$ cat src/rtl/drop_timer_pkg.sv
// Shared defaults for the Tetris gravity/tick generator.
// The optional pause feature is enabled by defining DROP_TIMER_PAUSE_EN.
package drop_timer_pkg;

  localparam int unsigned CLK_HZ          = 50000000;
  localparam int          DEF_CNT_W       = 32;
  localparam int          DEF_LEVEL_W     = 4;
  localparam int          DEF_TICK_W      = 3;
  localparam int unsigned DEF_BASE_PERIOD = 25000000;
  localparam int unsigned DEF_LEVEL_STEP  = 2000000;
  localparam int unsigned DEF_MIN_PERIOD  = 2500000;
  localparam int unsigned DEF_FAST_PERIOD = 2500000;

  // Highest level the level input can express.
  localparam int unsigned MAX_LEVEL = (2 ** DEF_LEVEL_W) - 1;

endpackage

$ cat src/rtl/drop_timer_if.sv
// Control/status bundle between the game logic and the drop timer.
// master = game logic side, slave = drop_timer.
// The pause signal only has an effect when DROP_TIMER_PAUSE_EN is defined.
interface drop_timer_if
  import drop_timer_pkg::*;
#(
  parameter int CNT_W   = DEF_CNT_W,
  parameter int LEVEL_W = DEF_LEVEL_W,
  parameter int TICK_W  = DEF_TICK_W
) ();

  logic               force_reset;
  logic [LEVEL_W-1:0] level;
  logic               fast_drop;
  logic               pause;
  logic               tick;
  logic [TICK_W-1:0]  tick_count;
  logic [CNT_W-1:0]   period;

  modport master (
    output force_reset, level, fast_drop, pause,
    input  tick, tick_count, period
  );

  modport slave (
    input  force_reset, level, fast_drop, pause,
    output tick, tick_count, period
  );

endinterface

$ cat src/rtl/drop_period_calc.sv
// Combinational period calculator: level-derived period with a MIN_PERIOD
// floor (saturating, never underflows), then capped by FAST_PERIOD while
// soft-drop is requested. Arithmetic is carried at CNT_W+LEVEL_W bits so the
// level*step product cannot wrap before the saturation test.
module drop_period_calc
  import drop_timer_pkg::*;
#(
  parameter int          CNT_W       = DEF_CNT_W,
  parameter int          LEVEL_W     = DEF_LEVEL_W,
  parameter int unsigned BASE_PERIOD = DEF_BASE_PERIOD,
  parameter int unsigned LEVEL_STEP  = DEF_LEVEL_STEP,
  parameter int unsigned MIN_PERIOD  = DEF_MIN_PERIOD,
  parameter int unsigned FAST_PERIOD = DEF_FAST_PERIOD
) (
  input  logic [LEVEL_W-1:0] level_i,
  input  logic               fast_drop_i,
  output logic [CNT_W-1:0]   period_o
);

  localparam int EXT_W = CNT_W + LEVEL_W;
  localparam logic [EXT_W-1:0] BASE_X = EXT_W'(BASE_PERIOD);
  localparam logic [EXT_W-1:0] STEP_X = EXT_W'(LEVEL_STEP);
  localparam logic [EXT_W-1:0] MIN_X  = EXT_W'(MIN_PERIOD);
  localparam logic [EXT_W-1:0] FAST_X = EXT_W'(FAST_PERIOD);

  logic [EXT_W-1:0] product;
  logic [EXT_W-1:0] diff;
  logic [EXT_W-1:0] levelPeriod;
  logic [EXT_W-1:0] effPeriod;

  // Saturating level period, then optional soft-drop cap.
  always_comb begin
    product     = EXT_W'(level_i) * STEP_X;
    diff        = BASE_X - product;
    levelPeriod = diff;
    if ((product >= BASE_X) || (diff < MIN_X)) begin
      levelPeriod = MIN_X;
    end
    effPeriod = levelPeriod;
    if (fast_drop_i && (FAST_X < levelPeriod)) begin
      effPeriod = FAST_X;
    end
    period_o = CNT_W'(effPeriod);
  end

endmodule

$ cat src/rtl/drop_timer.sv
// Gravity tick generator: one-cycle tick every P clocks, P derived from the
// level latched at the start of each period and the live soft-drop request.
// Optional pause freezing is enabled by defining DROP_TIMER_PAUSE_EN;
// without it the pause input is ignored.
module drop_timer
  import drop_timer_pkg::*;
#(
  parameter int          CNT_W       = DEF_CNT_W,
  parameter int unsigned BASE_PERIOD = DEF_BASE_PERIOD,
  parameter int          LEVEL_W     = DEF_LEVEL_W,
  parameter int unsigned LEVEL_STEP  = DEF_LEVEL_STEP,
  parameter int unsigned MIN_PERIOD  = DEF_MIN_PERIOD,
  parameter int unsigned FAST_PERIOD = DEF_FAST_PERIOD,
  parameter int          TICK_W      = DEF_TICK_W
) (
  input logic        clk,
  input logic        rst,
  drop_timer_if.slave bus
);

  logic [CNT_W-1:0]   count_q, count_d;
  logic [LEVEL_W-1:0] level_q, level_d;
  logic [TICK_W-1:0]  tickCount_q, tickCount_d;
  logic               tick_q, tick_d;
  logic [CNT_W-1:0]   period;
  logic               holdState;

`ifdef DROP_TIMER_PAUSE_EN
  assign holdState = bus.pause;
`else
  logic unusedPause;
  assign unusedPause = bus.pause;
  assign holdState   = 1'b0;
`endif

  drop_period_calc #(
    .CNT_W       (CNT_W),
    .LEVEL_W     (LEVEL_W),
    .BASE_PERIOD (BASE_PERIOD),
    .LEVEL_STEP  (LEVEL_STEP),
    .MIN_PERIOD  (MIN_PERIOD),
    .FAST_PERIOD (FAST_PERIOD)
  ) u_periodCalc (
    .level_i     (level_q),
    .fast_drop_i (bus.fast_drop),
    .period_o    (period)
  );

  // Next-state: force_reset beats pause beats counting; >= lets a shrunken
  // period (late soft-drop) expire on the very next edge.
  always_comb begin
    count_d     = count_q;
    tick_d      = 1'b0;
    tickCount_d = tickCount_q;
    level_d     = level_q;
    if (bus.force_reset) begin
      count_d     = '0;
      tickCount_d = '0;
      level_d     = bus.level;
    end else if (holdState) begin
      tick_d = 1'b0;
    end else if (count_q >= (period - CNT_W'(1))) begin
      count_d     = '0;
      tick_d      = 1'b1;
      tickCount_d = tickCount_q + 1'b1;
      level_d     = bus.level;
    end else begin
      count_d = count_q + 1'b1;
    end
  end

  // State registers with synchronous active-low reset.
  always_ff @(posedge clk) begin
    if (!rst) begin
      count_q     <= '0;
      tick_q      <= 1'b0;
      tickCount_q <= '0;
      level_q     <= '0;
    end else begin
      count_q     <= count_d;
      tick_q      <= tick_d;
      tickCount_q <= tickCount_d;
      level_q     <= level_d;
    end
  end

  assign bus.tick       = tick_q;
  assign bus.tick_count = tickCount_q;
  assign bus.period     = period;

endmodule

$ cat src/flat_wrapper.sv
// flat-port wrapper written by rule: the top's interface ports become plain ports
module drop_timer_flat import drop_timer_pkg::*;
#(
  parameter int          CNT_W       = DEF_CNT_W,
  parameter int unsigned BASE_PERIOD = DEF_BASE_PERIOD,
  parameter int          LEVEL_W     = DEF_LEVEL_W,
  parameter int unsigned LEVEL_STEP  = DEF_LEVEL_STEP,
  parameter int unsigned MIN_PERIOD  = DEF_MIN_PERIOD,
  parameter int unsigned FAST_PERIOD = DEF_FAST_PERIOD,
  parameter int          TICK_W      = DEF_TICK_W
)
  (clk, rst, bus_force_reset, bus_level, bus_fast_drop, bus_pause, bus_tick, bus_tick_count, bus_period);
  drop_timer_if #(.CNT_W(CNT_W), .LEVEL_W(LEVEL_W), .TICK_W(TICK_W)) bus_i ();
  input logic clk;
  input logic rst;
  input wire logic [$bits(bus_i.force_reset)-1:0] bus_force_reset;
  input wire logic [$bits(bus_i.level)-1:0] bus_level;
  input wire logic [$bits(bus_i.fast_drop)-1:0] bus_fast_drop;
  input wire logic [$bits(bus_i.pause)-1:0] bus_pause;
  output wire logic [$bits(bus_i.tick)-1:0] bus_tick;
  output wire logic [$bits(bus_i.tick_count)-1:0] bus_tick_count;
  output wire logic [$bits(bus_i.period)-1:0] bus_period;
  assign bus_i.force_reset = bus_force_reset;
  assign bus_i.level = bus_level;
  assign bus_i.fast_drop = bus_fast_drop;
  assign bus_i.pause = bus_pause;
  assign bus_tick = bus_i.tick;
  assign bus_tick_count = bus_i.tick_count;
  assign bus_period = bus_i.period;
  drop_timer #(.CNT_W(CNT_W), .BASE_PERIOD(BASE_PERIOD), .LEVEL_W(LEVEL_W), .LEVEL_STEP(LEVEL_STEP), .MIN_PERIOD(MIN_PERIOD), .FAST_PERIOD(FAST_PERIOD), .TICK_W(TICK_W)) u_core (.clk(clk), .rst(rst), .bus(bus_i));
endmodule
$ cat config.mk
export PLATFORM = sky130hd
export DESIGN_NAME = drop_timer_flat
export DESIGN_NICKNAME = d
export VERILOG_FILES = /design/src/rtl/drop_timer_pkg.sv /design/src/rtl/drop_timer_if.sv /design/src/rtl/drop_period_calc.sv /design/src/rtl/drop_timer.sv /design/src/flat_wrapper.sv
export SDC_FILE = /design/constraint.sdc
export NUM_CORES = 1
export LEC_CHECK = 0
export ABC_AREA = 1
export ABC_CLOCK_PERIOD_IN_PS = 7500
export CAP_MARGIN = 5
export CORE_ASPECT_RATIO = 2
export CORE_MARGIN = 3
export CORE_UTILIZATION = 55
export DETAILED_ROUTE_END_ITERATION = 16
export GPL_ROUTABILITY_DRIVEN = 0
export MAX_ROUTING_LAYER = met4
export PLACE_DENSITY = 0.81
export SLEW_MARGIN = 15
export SYNTH_ARGS = -nofsm -noshare
export SYNTH_HDL_FRONTEND = slang
export SYNTH_SLANG_ARGS = --single-unit
$ cat constraint.sdc
create_clock -name clk -period 7.5 [get_ports clk]
set_clock_uncertainty 0.1 [all_clocks]
set_input_delay 1.125 -clock clk [delete_from_list [all_inputs] [get_ports clk]]
set_output_delay 1.125 -clock clk [all_outputs]
set_load 0.005 [all_outputs]
**Yosys cells after proc, flatten, opt, wreduce, memory -nomap -nowiden**

Index checks and enable logic that the tools add are counted.

- Bits in registers: 40
- Bits in latches: 0
- Bits in writable memories: 0
- Memory bits (read-only): 0
- Input port bits: 9
- Output and inout bits: 36
- Word-level logic and storage cells: 24
- Memories: 0

- $add $sub $neg: 4
- $mul: 1
- Div/mod/pow operators: 0
- Order comparisons: 4
- Equal/unequal tests: 0
- Shift operators: 0
- Muxes and demuxes: 5
- Bitwise logic cells: 1
- Reduce and logical (&&, ||, !) cells: 5

Operator list:

| kind | number |
|---|---|
| $lt A22 B36 Y1 const A | 1 |
| $lt A36 B22 Y1 const B | 1 |
| $mux W36 | 1 |
| $add A32 B1 Y32 const B | 1 |
| $ge A32 B32 Y1 | 1 |
| $mux W32 | 1 |
| $sub A32 B1 Y32 const B | 1 |
| $sub A25 B25 Y26 const A | 1 |
| $ge A25 B25 Y1 const B | 1 |
| $mul A4 B14 Y18 const B | 1 |
| $mux W4 | 2 |
| $add A3 B1 Y3 const B | 1 |
| $reduce_or A3 Y1 | 1 |
| $reduce_bool A2 Y1 | 1 |
| $reduce_or A2 Y1 | 1 |
| $logic_and A1 B1 Y1 | 1 |
| $logic_or A1 B1 Y1 | 1 |
| $mux W1 | 1 |
| $not A1 Y1 | 1 |

**Depth between registers and ports, before layout**

- Depth in word-level cells: 12
- Depth in mapped cells: 40
- Gate-level depth less buffers: 39

**By module**

From an unflattened synthesis, not the netlist that was laid out.

- Cells, all modules: 786
- Area, all modules: 4984.8 sq um

Modules (own cells, without submodules):

| module | instances | cells each | area each (sq um) | sequential area each (sq um) |
|---|---|---|---|---|
| drop_timer | 1 | 533 | 3580.9 | 800.8 |
| drop_period_calc | 1 | 253 | 1403.8 | 0.0 |

**Worst setup path after synthesis**

No wires, ideal clock.

- Path type: flip-flop to flip-flop
- From: register u_core.level_q[1]
- To: register u_core.count_q[12]
- Library setup time: 0.078 ns
- Data arrival time: 5.613 ns
- Data required time: 7.322 ns
- Setup slack: 1.709 ns
- Stages on the path, launching flop included: 34
- Buffers on the path: 2
- Period minus slack after synthesis: 5.791 ns
- Cells stage by stage: dfxtp_1 inv_1 ha_1 fa_1 fa_1 nand2_1 nor2_1 nand3_1 nor2_4 inv_2 nand2_1 nand2_1 nor2_2 nand3_2 nand2_4 nand3_4 buf_6 inv_1 ha_1 nand3_2 nor2_2 nand2_1 xor2_1 ha_1 a21oi_1 o21ai_0 a221oi_1 o21ai_0 a21oi_1 nand2_1 inv_1 nand2_1 clkbuf_1 nor3_1

- Cells in the longest elaborated chain, start to end: 11
- Elaborated cells between the ends (all ways): 12
- Those cells by class: add/sub: 2; mul: 1; order compare: 4; mux: 2; reduce/logical: 3

Ends and longest elaborated chain:

| item | line | source |
|---|---|---|
| start, declared | drop_timer.sv:22 | `logic [LEVEL_W-1:0] level_q, level_d;` |
| start signal, assigned | drop_timer.sv:83 | `level_q <= level_d;` |
| $mul A4 B14 Y18 (*) | drop_period_calc.sv:33 | `product = EXT_W'(level_i) * STEP_X;` |
| $sub A25 B25 Y26 | drop_period_calc.sv:34 | `diff = BASE_X - product;` |
| $lt A36 B22 Y1 | drop_period_calc.sv:36 | `if ((product >= BASE_X) \|\| (diff < MIN_X)) begin` |
| $logic_or A1 B1 Y1 | drop_period_calc.sv:36 |  |
| $mux W36 (*) | drop_period_calc.sv:36 |  |
| $lt A22 B36 Y1 | drop_period_calc.sv:40 | `if (fast_drop_i && (FAST_X < levelPeriod)) begin` |
| $logic_and A1 B1 Y1 | drop_period_calc.sv:40 |  |
| $mux W32 (*) | drop_period_calc.sv:40 |  |
| named net bus_period[5] | flat_wrapper.sv:22 | `output wire logic [$bits(bus_i.period)-1:0] bus_period;` |
| $sub A32 B1 Y32 (*) | drop_timer.sv:62 | `end else if (count_q >= (period - CNT_W'(1))) begin` |
| $ge A32 B32 Y1 (*) | drop_timer.sv:62 |  |
| $reduce_or A3 Y1 (no line) (*) | n/a |  |
| end signal, assigned | drop_timer.sv:80 | `count_q <= count_d;` |
| end, declared | drop_timer.sv:21 | `logic [CNT_W-1:0] count_q, count_d;` |

Mark *: on every way through the listed nets, which the timed path passes. The rest lies on a longest branch.
A chain may end at the register's enable or synchronous reset.

**Worst setup path after layout**

- From: register u_core.level_q[2]
- To: register u_core.tickCount_q[0], in the netlist u_core.bus.tick_count[0]

- Cells in the longest elaborated chain, start to end: 10
- Elaborated cells between the ends (all ways): 11
- Those cells by class: add/sub: 2; mul: 1; order compare: 4; mux: 2; reduce/logical: 2

Ends and longest elaborated chain:

| item | line | source |
|---|---|---|
| $mul A4 B14 Y18 (*) | drop_period_calc.sv:33 |  |
| $sub A25 B25 Y26 | drop_period_calc.sv:34 |  |
| $lt A36 B22 Y1 | drop_period_calc.sv:36 |  |
| $logic_or A1 B1 Y1 | drop_period_calc.sv:36 |  |
| $mux W36 (*) | drop_period_calc.sv:36 |  |
| $lt A22 B36 Y1 | drop_period_calc.sv:40 |  |
| $logic_and A1 B1 Y1 | drop_period_calc.sv:40 |  |
| $mux W32 (*) | drop_period_calc.sv:40 |  |
| $sub A32 B1 Y32 (*) | drop_timer.sv:62 |  |
| $ge A32 B32 Y1 (*) | drop_timer.sv:62 |  |
| end signal, assigned | drop_timer.sv:82 | `tickCount_q <= tickCount_d;` |
| end, declared | drop_timer.sv:23 | `logic [TICK_W-1:0] tickCount_q, tickCount_d;` |

Every way passes the cells marked *; elsewhere a longest branch is shown, timed or not.

==> results.sh <==
export IMPL_cp_end_kind="flop"
export IMPL_via_per_inst=5.29
export IMPL_max_cap_violations=0
export IMPL_cp_endpoint="u_core.bus.tick_count[0]"
export IMPL_clock_fmax_mhz=150
export IMPL_ant_nets=0
export IMPL_synth_seq_area_share_pct=19.4
export IMPL_final_common_cell="nand2_1"
export IMPL_postSynthAreaPerCell_sq_um=6.47
export IMPL_syn_cell_area_sq_um=4130
export IMPL_fillers=708
export IMPL_rsz0062_at_grt="no"
export IMPL_drc_errors=0
export IMPL_cp_required_ns=7.60
export IMPL_cts_root_buf="clkbuf_16"
export IMPL_num_vias=4071
export IMPL_overflow=0
export IMPL_drt_first_pass_iters=4
export IMPL_num_nets_final=740
export IMPL_cp_arrival_ns=6.76
export IMPL_port_buffers=38
export IMPL_die_w_um=67.3
export IMPL_area_delta_synth_final_pct=14.1
export IMPL_relSlewSlack_pct=47.0
export IMPL_status="finished clean"
export IMPL_final_cell_mix="nand2_1, inv_1, nor2_1"
export IMPL_maxSlewViolCount=0
export IMPL_finalSetupViolCount=0
export IMPL_crit_type="flop to flop"
export IMPL_worst_slew_pin_slew_ns=0.790
export IMPL_post_cts_buffers=0
export IMPL_setup_worst_path_start="u_core.level_q[2]"
export IMPL_hp_class="flop to flop"
export IMPL_ctsHoldBuffers=0
export IMPL_min_period_ns=6.65
export IMPL_crit_path_frequent_cell="nand2_1"
export IMPL_rows=44
export IMPL_grt_use_total_pct=26.3
export IMPL_cp_start_kind="flop"
export IMPL_min_path_cells=1
export IMPL_coreArea_sq_um=7270
export IMPL_grt_first_pass_wirelength_um=17400
export IMPL_synth_seq_cells=40
export IMPL_cts_resized=0
export IMPL_clockBufferDepth=2
export IMPL_reg2reg_slack_ns=0.85
export IMPL_final_hold_viol_count=0
export IMPL_grt_pass1_vias=4129
export IMPL_die_area_sq_um=8650
export IMPL_clk_pin_slew_ns=0.06
export IMPL_rr_startpoint="u_core.level_q[2]"
export IMPL_p_leak_nw=2.20
export IMPL_clock_sinks=40
export IMPL_yosysUniqueCellTypes=46
export IMPL_crit_fanout=33
export IMPL_r2r_cells=32
export IMPL_placed_area_sq_um=4560
export IMPL_design_area_sq_um=4710
export IMPL_io_pins=45
export IMPL_num_antenna_cells=0
export IMPL_wl_per_cell_um=13.1
export IMPL_setup_tns_ns=0
export IMPL_stdcell_count=769
export IMPL_wirelength_um=10100
export IMPL_grt_max_degree=34
export IMPL_antenna_found_initial=0
export IMPL_power_density_nw_per_um2=135
export IMPL_syn_inst=639
export IMPL_ys_warn_count=0
export IMPL_cts_made_buffers=5
export IMPL_dp_hpwl_um=8370
export IMPL_cp_slowest_cell="fa_1"
export IMPL_die_h_um=129
export IMPL_htree_num_levels=2
export IMPL_drive_above_1_share_pct=6.20
export IMPL_cts_tree="done"
export IMPL_clkLatencyLatePin_ns=0.29
export IMPL_r2r_end="u_core.bus.tick_count[0]"
export IMPL_p_total_uw=637
export IMPL_drt_iter0_markers=254
export IMPL_initial_core_util_pct=56.9
export IMPL_min_period_over_period_pct=88.7
export IMPL_ir_drop_mv=0.0844
export IMPL_critPathMaxStageDelay_ns=0.64
export IMPL_placed_cells=761
## per-layer routing
metal | global-route usage, % | wire (um) | vias up
met5 | - | 0 | -
met4 | 13.9 | 450 | 0
met3 | 2.36 | 197 | 31
met2 | 50.3 | 5880 | 65
met1 | 24.4 | 3530 | 1864
li1 | - | - | 2111
## area by class of cell
cell class	instances	area, sq um	share of cell area, %
multi-input cells	491	2880	61.0
flip-flops and latches	40	801	17.0
repair buffers	41	403	8.55
inverters	97	367	7.78
clock buffers	6	139	2.95
well taps	92	115	2.44
clock inverters	2	15.0	0.318
## power breakdown
| group | switching, mW | internal (mW) | total (mW) |
|---|---|---|---|
| sequential | 0.00495 | 0.214 | 0.219 |
| combinational | 0.118 | 0.0782 | 0.196 |
| clock | 0.0894 | 0.132 | 0.222 |
| total | 0.212 | 0.425 | 0.637 |
## state kept, by name, summed over array words and instances, names as in the netlist
register / count
u_core.count_q: 32
u_core.level_q: 4
u_core.bus.tick_count: 3
u_core.bus.tick: 1
## stage by stage
step / hold WS (ns) / setup WS (ns) / util (%)
3_5_place_dp: 0.342 / 0.817 / 62.8
3_3_place_gp: 0.332 / 0.962 / 62.8
6_report: 0.347 / 0.846 / 64.9
4_1_cts: 0.353 / 0.817 / 64.9
5_1_grt: 0.366 / 0.309 / 64.9
2_1_floorplan: 0.318 / 1.71 / -
## worst max-delay path, delay by kind of cell (launching register included)
kind,cells,cell delay [ns]
buf+inv,5,0.67
flops,1,0.63
fa+ha+maj,5,2.09
xor+xnor,1,0.15
compound gates,6,1.00
simple gates,15,1.90
## kinds of logic (layout without fill, tap and decap cells)
family | Yosys count | in the layout | share of synthesized area [%]
AOI/OAI and AO/OA | 50 | 50 | 7.30
xor gates and xnor gates | 28 | 28 | 5.93
adders and majority gates | 55 | 55 | 17.6
buffers and inverters | 112 | 146 | 11.4
DFF | 40 | 40 | 19.4
other | 1 | 5 | 0.0907
and+or+nand+nor | 353 | 353 | 38.3
## worst min path at each step
| stage | from | to | slack, ns |
|---|---|---|---|
| 2_1_floorplan | u_core.count_q[0] | u_core.count_q[0] | 0.32 |
| 3_3_place_gp | u_core.count_q[0] | u_core.count_q[0] | 0.33 |
| 3_5_place_dp | u_core.count_q[0] | u_core.count_q[0] | 0.34 |
| 4_1_cts | u_core.count_q[0] | u_core.count_q[0] | 0.35 |
| 5_1_grt | u_core.count_q[0] | u_core.count_q[0] | 0.37 |
| 6_report | u_core.count_q[0] | u_core.count_q[0] | 0.35 |
## synthesized netlist by cell type (all sizes together)
library cell,n,area share [%]
nand2,180,17
inv,96,8.8
nor2,78,7.9
nand3,54,7.5
ha,50,15
dfxtp,40,19
a21oi,25,3.1
nor3,20,2.8
xor2,17,3.6
buf,12,2.3
xnor2,11,2.3
nand4,9,1.4
o21ai,9,1.1
fa,5,2.4
nor4,5,0.91
a21boi,4,0.73
a31oi,4,0.76
clkbuf,3,0.27
o2111ai,3,0.64
or2,3,0.45
nand3b,2,0.36
a21o,1,0.18
a221oi,1,0.21
clkinv,1,0.091
conb,1,0.091
nor3b,1,0.18
o21a,1,0.18
o21bai,1,0.18
o221ai,1,0.21
or3,1,0.15
Note: power is estimated with default switching activity, not from simulation.
